--- config.mk ---
export PLATFORM = sky130hd
export DESIGN_NAME = inst_fetch_stepper
export DESIGN_NICKNAME = d
export VERILOG_FILES = /design/src/rtl/inst_fetch_stepper.sv
export SDC_FILE = /design/constraint.sdc
export NUM_CORES = 1
export LEC_CHECK = 0
export BUFFER_PORTS_ARGS = -buffer_cell sky130_fd_sc_hd__buf_2
export CAP_MARGIN = 30
export CELL_PAD_IN_SITES_DETAIL_PLACEMENT = 0
export CELL_PAD_IN_SITES_GLOBAL_PLACEMENT = 1
export CORE_UTILIZATION = 41
export CTS_CLUSTER_SIZE = 25
export DETAILED_ROUTE_END_ITERATION = 10
export GPL_TIMING_DRIVEN = 0
export PLACE_DENSITY = 0.8
export SLEW_MARGIN = 25
export SYNTH_ARGS = -nofsm -noshare
export SYNTH_HDL_FRONTEND = slang
export SYNTH_SLANG_ARGS = --single-unit
--- constraint.sdc ---
create_clock -name Clk -period 3.25 [get_ports Clk]
set_input_delay 0.325 -clock Clk [delete_from_list [all_inputs] [get_ports Clk]]
set_output_delay 0.325 -clock Clk [all_outputs]
set_load 0.03 [all_outputs]
--- src/rtl/inst_fetch_stepper.sv ---
// inst_fetch_stepper: debounced or free-running instruction fetch stepper.
// Drives a synchronous ROM and shows a selectable LED slice of the fetched word.
module inst_fetch_stepper #(
   parameter int DATA_W  = 32,
   parameter int ADDR_W  = 6,
   parameter int LED_W   = 8,
   parameter int SEL_W   = 2,
   parameter int DEB_LEN = 8,
   parameter int MEM_LAT = 1,
   parameter int RUN_DIV = 50
) (
   input  logic              Clk,
   input  logic              Rst,
   input  logic              Button,
   input  logic              Mode,
   input  logic [SEL_W-1:0]  Select,
   input  logic [DATA_W-1:0] Mem_data,
   output logic [ADDR_W-1:0] Mem_addr,
   output logic              Mem_rd,
   output logic [ADDR_W+1:0] PC,
   output logic [DATA_W-1:0] Inst,
   output logic              Valid,
   output logic              Wrap,
   output logic [LED_W-1:0]  LED
);

   localparam int SLICES = DATA_W / LED_W;
   localparam int RUN_W  = (RUN_DIV > 1) ? $clog2(RUN_DIV) : 1;
   localparam int LAT_W  = $clog2(MEM_LAT + 1);
   localparam logic [RUN_W-1:0] RUN_MAX = RUN_W'(RUN_DIV - 1);
   localparam logic [LAT_W-1:0] LAT_MAX = LAT_W'(MEM_LAT);

   localparam logic [1:0] S_IDLE  = 2'd0;
   localparam logic [1:0] S_FETCH = 2'd1;
   localparam logic [1:0] S_WAIT  = 2'd2;

   logic [1:0]         r_sync;
   logic [DEB_LEN-1:0] r_shift;
   logic               r_deb;
   logic               r_deb_q;
   logic [RUN_W-1:0]   r_run;
   logic [1:0]         r_state;
   logic [LAT_W-1:0]   r_lat;
   logic               r_rd;
   logic               r_valid;
   logic               r_wrap;
   logic [ADDR_W+1:0]  r_pc;
   logic [DATA_W-1:0]  r_inst;
   logic [LED_W-1:0]   r_led;

   logic               w_press;
   logic               w_tick;
   logic               w_trig;
   logic [LED_W-1:0]   w_led;

   // Level only moves once the whole window agrees, so bounce never toggles it
   always_ff @(posedge Clk or negedge Rst) begin
      if (!Rst) begin
         r_sync  <= '0;
         r_shift <= '0;
         r_deb   <= 1'b0;
         r_deb_q <= 1'b0;
      end else begin
         r_sync  <= {r_sync[0], Button};
         r_shift <= {r_shift[DEB_LEN-2:0], r_sync[1]};
         r_deb_q <= r_deb;
         if (&r_shift)
            r_deb <= 1'b1;
         else if (~|r_shift)
            r_deb <= 1'b0;
      end
   end

   assign w_press = r_deb & ~r_deb_q;

   always_ff @(posedge Clk or negedge Rst) begin
      if (!Rst)
         r_run <= '0;
      else if (!Mode || r_run == RUN_MAX)
         r_run <= '0;
      else
         r_run <= r_run + 1'b1;
   end

   assign w_tick = Mode & (r_run == RUN_MAX);
   assign w_trig = Mode ? w_tick : w_press;

   always_ff @(posedge Clk or negedge Rst) begin
      if (!Rst) begin
         r_state <= S_IDLE;
         r_lat   <= '0;
         r_rd    <= 1'b0;
         r_valid <= 1'b0;
         r_wrap  <= 1'b0;
         r_pc    <= '0;
         r_inst  <= '0;
      end else begin
         r_rd    <= 1'b0;
         r_valid <= 1'b0;
         unique case (r_state)
            S_IDLE: begin
               if (w_trig) begin
                  r_rd    <= 1'b1;
                  r_state <= S_FETCH;
               end
            end
            S_FETCH: begin
               r_lat   <= LAT_W'(1);
               r_state <= S_WAIT;
            end
            S_WAIT: begin
               if (r_lat == LAT_MAX) begin
                  r_inst  <= Mem_data;
                  r_valid <= 1'b1;
                  r_pc    <= r_pc + (ADDR_W+2)'(4);
                  if (&r_pc[ADDR_W+1:2])
                     r_wrap <= 1'b1;
                  r_state <= S_IDLE;
               end else begin
                  r_lat <= r_lat + 1'b1;
               end
            end
            default: r_state <= S_IDLE;
         endcase
      end
   end

   // Out-of-range select blanks the LEDs
   always_comb begin
      w_led = '0;
      for (int i = 0; i < SLICES; i++)
         if (Select == SEL_W'(i))
            w_led = r_inst[i*LED_W +: LED_W];
   end

   always_ff @(posedge Clk or negedge Rst) begin
      if (!Rst)
         r_led <= '0;
      else
         r_led <= w_led;
   end

   assign Mem_addr = r_pc[ADDR_W+1:2];
   assign Mem_rd   = r_rd;
   assign PC       = r_pc;
   assign Inst     = r_inst;
   assign Valid    = r_valid;
   assign Wrap     = r_wrap;
   assign LED      = r_led;

endmodule
==> flow_summary.toml, run 1 <==
[clocking]
cts_num_sinks = 70
htreeDepth = 3
clkTransAtPathRegs_ns = 0.06
root_buffer = "clkbuf_8"
cts-hold-fix-buffers = 1
cts_tree = "built"
clk_latency_ns = 0.33
post_cts_buffers = 0
ctsResizeCount = 0
cts_made_buffers = 9
clockBufferDepth = 2

[critical_path]
cp-end-kind = "register"
crit_required_ns = 3.52
critical_path.cell_chain = "inv_1, ha_1, nand2_1, inv_1, buf_2, buf_2, nand2_1, nand2_1"
cp_max_fo = 10
cpMostUsedCell = "nand2_1"
arrival_ns = 1.97
setup.worst_path.start_class = "register"
cpMaxStageDelayCell = "dfrtp_1"
slowest_delay_ns = 0.38
worst-setup-path-type = "reg2reg"

[route]
drt_iter0_drc = 76
ant_nets = 0
viasPerCell = 4.66
dr.pass1.iters = 4
num_vias = 2063
route.detailed.drc = 0
routedWlPerCell_um = 13.6
routed_wl_um = 6030

[timing]
slew_headroom_pct = 63.0
hold_viol = 0
period_needed_ns = 1.70
fmax_mhz = 588
slew_violations = 0
fin_tns_setup_ns = 0
rsz0062_at_grt = "false"
final.setup_skew_ns = 0.00562
worst_slew_pin_slew_ns = 0.556
setup-violations-final = 0
min_period_over_period_pct = 52.3
whs_ns = 0.0985

[logic_synthesis]
synth_edf_count = 0
synth.cells.most_frequent = "nand2_1, dfrtp_1, buf_4, mux4_2, inv_1"
syn_avg_cell_area_um2 = 11.2
yosys_warnings = 0
ys_seq_area_share_pct = 61.2
synth_top_area_share_pct = 61.2
synth_top_area_cell = "dfrtp_1"
ys_async_sr_fraction_pct = 100
synthesis.area_um2 = 2860
synth_cell_type_count = 37
netlist_instances = 255
ys_ff_latch = 70
synthTopCellsByArea = "dfrtp_1, nand2_1, mux4_2"
yosysMostFrequentCell = "nand2_1"
ys.flop_type = "dfrtp_1"

[global_routing]
grt_max_degree = 46
grt_pass1_wl_um = 10100
grt_pass1_vias = 2038
grt.met3_usage_pct = 5.49
grtUsageMet2_pct = 27.2
antenna_found_initial = 0
grtUsageTotal_pct = 18.6
gr-total-overflow = 0
use_met1_pct = 25.7
busiest_layer = "met2"

[floorplan]
placementRows = 30
core_um2 = 6760
io-pin-count = 95
dieHeight_um = 85.5
die_w_um = 85.5
start_util_pct = 42.3
dieArea_um2 = 7310

[layout]
fin_cells = 443
layout-drive-gt1-share_pct = 36.1
multi_input_area_um2 = 983
area_delta_synth_final_pct = 26.0
nFillCells = 646
ff_latch_area_um2 = 1750
antenna_cells = 0
nets = 403
final_util_pct = 53.3

[power_and_ir_drop]
leakage_nw = 1.95
vdd_drop_max_mv = 0.493
power_density_nw_per_um2 = 976

[placement]
hpwl_um = 4300
port_buffers = 90
dp.cells = 427
gp_congestion = 0.771

[hold_path]
hold_class = "in2reg"

[run]
cap_violations = 0

[status]
status = "completed"
==> final timing paths <==
path	from	to	slack [ns]	cells after the start
worst max-delay path	r_state[0]	Inst[8]	1.55	8
worst min-delay path	Button	r_sync[0]	0.1	1
worst max register to register	r_state[0]	Inst[8]	1.55	8
worst min register to register	r_sync[0]	r_sync[1]	0.35	0
max in group asynchronous	Rst	Inst[29]	2.27	3
min in group asynchronous	Rst	PC[6]	0.45	2
==> worst max-delay path: cells and delay by family (launching register included) <==
family	cells	cell delay (ns)
buffers and inverters	4	0.73
DFF	1	0.38
and+or+nand+nor	3	0.36
adders and majority gates	1	0.17
==> layout by cell type, fill, tap and decap left out, types with 6 or more instances in the layout <==
cell / Yosys / final
buf_2: 4 / 93
buf_4: 9 / 10
clkbuf_1: 3 / 7
clkbuf_8: 0 / 9
dfrtp_1: 70 / 70
ha_1: 6 / 6
inv_1: 7 / 7
mux4_2: 8 / 8
nand2_1: 105 / 105
xnor2_1: 6 / 6
==> layout make-up <==
class                           count  share of cell area (%)
Buffer                             17                    2.85
Clock buffer                       13                    3.85
Clock inverter                      2                   0.278
Inverter                            7                   0.729
Multi-Input combinational cell    162                    27.3
Sequential cell                    70                    48.6
Tap cell                           80                    2.78
Timing Repair Buffer               92                    13.6
==> report_power, final <==
part / switching [mW] / leakage [nW] / internal (mW)
logic: 1.07 / 1.01 / 0.508
registers: 0.213 / 0.861 / 1.17
clock network: 0.288 / 0.0773 / 0.271
==> metal layers <==
metal  vias up  share of wire, %
li1       1028                 -
met1       963                46
met2        63                46
met3         9               6.7
met4         0               1.0
met5         -                 0
==> sequential cells by signal, indices dropped and copies added (netlist names) <==
signal   cells
r_deb        1
Wrap         1
r_lat        1
PC           6
r_deb_q      1
Mem_rd       1
r_state      2
LED          8
r_run        6
Valid        1
r_shift      8
r_sync       2
Inst        32
==> metrics by stage <==
stage | setup slack (ns) | power [mW] | instance area [um2]
6_report | 1.55 | 3.52 | 3600
5_1_grt | 1.38 | 3.77 | 3600
4_1_cts | 1.53 | 3.56 | 3600
3_5_place_dp | 1.54 | 2.99 | 3440
3_3_place_gp | 1.48 | 2.96 | 3410
2_1_floorplan | 1.85 | 2.47 | 2860
==> kinds of logic (layout without fill, tap and decap cells) <==
family                   after synthesis  count (layout)  synth area share, %
flip-flops                            70              70                 61.2
other                                  1               2                0.131
buffers and inverters                 24             131                 4.51
XOR/XNOR                               8               8                 2.45
AO/OA/AOI/OAI                         13              13                 3.94
AND/OR/NAND/NOR                      125             125                 18.8
multiplexers                           8               8                 6.30
adder cells (fa/ha/maj)                6               6                 2.62
No activity file was read; power rests on OpenSTA's default activity.
==> inputs of run 2 (changes only) <==
--- a/config.mk
+++ b/config.mk
@@ -9,11 +9,11 @@
 export CAP_MARGIN = 30
 export CELL_PAD_IN_SITES_DETAIL_PLACEMENT = 0
 export CELL_PAD_IN_SITES_GLOBAL_PLACEMENT = 1
-export CORE_UTILIZATION = 41
+export CORE_UTILIZATION = 38
 export CTS_CLUSTER_SIZE = 25
 export DETAILED_ROUTE_END_ITERATION = 10
 export GPL_TIMING_DRIVEN = 0
-export PLACE_DENSITY = 0.8
+export PLACE_DENSITY = 0.75
 export SLEW_MARGIN = 25
 export SYNTH_ARGS = -nofsm -noshare
 export SYNTH_HDL_FRONTEND = slang
==> constraint.sdc (replaced) <==
create_clock -name Clk -period 1.78 [get_ports Clk]
set_input_delay 0.178 -clock Clk [delete_from_list [all_inputs] [get_ports Clk]]
set_output_delay 0.178 -clock Clk [all_outputs]
set_load 0.03 [all_outputs]
==> run 2 against run 1 <==
Net effect: clock-buffer cell count is the same; highest routed layer unchanged; die area grew 7.7%; setup slack worse by 1.4 ns; sequential share of layout area fell by 0.98 points; final cell count grew 4.3%; worst hold slack worse by 0.065 ns; via count increased by 0.63%.
==> flow_summary.toml, run 2 (same netlist as run 1, synthesis figures left out) <==
[clocking]
post_cts_buffers = 0
clk_latency_ns = 0.33
root_buffer = "clkbuf_8"
cts_made_buffers = 9
htreeDepth = 3
clkTransAtPathRegs_ns = 0.07
cts_tree = "built"
cts_num_sinks = 70
clockBufferDepth = 2

[global_routing]
grt_max_degree = 40
grtUsageTotal_pct = 18.1
grt_pass1_vias = 2078
antenna_found_initial = 0
grt_pass1_wl_um = 10300
gr-total-overflow = 0

[critical_path]
critical_path.cell_chain = "inv_1, ha_1, nand2_2, inv_1, buf_2, clkbuf_4, nand2_1, nand2_1"
crit_start = "r_state[0]"
crit_end = "Inst[19]"
cp-end-kind = "register"
setup.worst_path.start_class = "register"
arrival_ns = 1.88
reg2reg_slack_ns = 0.17
reg2reg_from = "r_state[0]"
crit_required_ns = 2.04
cpMaxStageDelayCell = "dfrtp_1"
worst-setup-path-type = "reg2reg"
r2r_cells = 8
cp_max_fo = 10
r2r_end = "Inst[19]"
slowest_delay_ns = 0.39

[layout]
antenna_cells = 0
final_util_pct = 50.7
final_common_cell = "nand2_1"
nFillCells = 688
area_delta_synth_final_pct = 28.6
fin_cells = 462
nets = 404
largest_register_ffs = 32
layout-drive-gt1-share_pct = 36.6
final_cell_mix = "nand2_1, buf_2, dfrtp_1"

[floorplan]
dieHeight_um = 88.8
dieArea_um2 = 7880
placementRows = 31
core_um2 = 7250
io-pin-count = 95
die_w_um = 88.8
start_util_pct = 39.4

[route]
dr.pass1.iters = 4
drt_iter0_drc = 34
num_vias = 2076
routedWlPerCell_um = 13.5
routed_wl_um = 6220
ant_nets = 0
route.detailed.drc = 0
viasPerCell = 4.49

[timing]
fin_tns_setup_ns = 0
slew_headroom_pct = 61.3
final.setup_skew_ns = 0.00897
fmax_mhz = 621
period_needed_ns = 1.61
rsz0062_at_grt = "false"
slew_violations = 0
setup-violations-final = 0
worst_slew_pin_slew_ns = 0.581
hold_viol = 0
whs_ns = 0.0339
min_period_over_period_pct = 90.5

[placement]
port_buffers = 90
gp_congestion = 0.718
hpwl_um = 4460
dp.cells = 446

[power_and_ir_drop]
combPwrFrac_pct = 43.4
seq_power_share_pct = 38.1
leakage_nw = 1.96
power_switching_mw = 2.86
power_density_nw_per_um2 = 1810
finalPower_mw = 6.65
power_frac_clock_pct = 18.5
swShare_pct = 43.1
vdd_drop_max_mv = 0.936
p_int_mw = 3.78

[run]
cap_violations = 0

[status]
status = "completed"

[hold_path]
hold_class = "in2reg"
-- run 2: cell types whose count changed in the layout (fill, tap and decap cells not counted), moves of 2 or more --
cell / previous run / this run
clkbuf_1: 7 / 5
clkbuf_8: 9 / 11
clkbuf_4: 0 / 2
buf_2: 93 / 91
clkinv_2: 2 / 0
-- run 2: final cells by class --
type	count	area, um2	share of cell area, %
buffer	17	108	2.93
clock buffer	13	159	4.32
clock inverter	1	30.0	0.817
inverter	7	26.3	0.715
multi-input combinational	162	986	26.8
sequential	70	1750	47.6
tap	99	124	3.37
timing repair buffer	93	493	13.4
-- run 2: timing repair --
action	CTS	global route
endpoints found under the hold margin	32	0
setup endpoints to repair	0	28
hold buffers	2	0
gates resized for setup	0	3
-- run 2: power groups by stage --
stage	sequential, mW	combinational [mW]	clock, mW
finish	2.53	2.88	1.23
floorplan	3.49	1.02	0
global placement	2.54	2.87	0
detailed placement	2.56	2.90	0
global route	2.61	3.16	1.35
CTS	2.54	2.91	1.28
-- run 2: how the worst min path moves through the flow --
stage	start	to	slack, ns	depth (start not counted)
4_1_cts	Mem_data[26]	Inst[26]	0.02	3
5_1_grt	Mem_data[26]	Inst[26]	0.01	3
3_3_place_gp	Button	r_sync[0]	0.29	1
3_5_place_dp	Rst	r_shift[1]	0.15	1
6_report	Mem_data[26]	Inst[26]	0.03	3
2_1_floorplan	Rst	Inst[0]	-0.12	0
-- run 2: per-layer routing --
| metal | GRT usage (%) | vias to the layer above | routed length (um) | share of wire (%) |
|---|---|---|---|---|
| li1 | - | 1027 | - | - |
| met1 | 23.1 | 990 | 2770 | 45 |
| met2 | 27.9 | 54 | 2950 | 47 |
| met3 | 8.30 | 5 | 427 | 6.9 |
| met4 | 5.13 | 0 | 65 | 1.0 |
| met5 | 0 | - | 0 | 0 |
-- run 2: critical path, delay by kind of cell (launching register included) --
| kind | cells | cell delay, ns |
|---|---|---|
| buffers and inverters | 4 | 0.69 |
| adder cells (fa/ha/maj) | 1 | 0.19 |
| flip-flops | 1 | 0.39 |
| AND/OR/NAND/NOR | 3 | 0.27 |
-- run 2: metrics by stage --
step	setup WS (ns)	area (um2)
4_1_cts	0.0165	3670
2_1_floorplan	0.381	2860
6_report	0.169	3680
3_3_place_gp	0.0933	3440
3_5_place_dp	0.0352	3460
5_1_grt	0.0219	3680
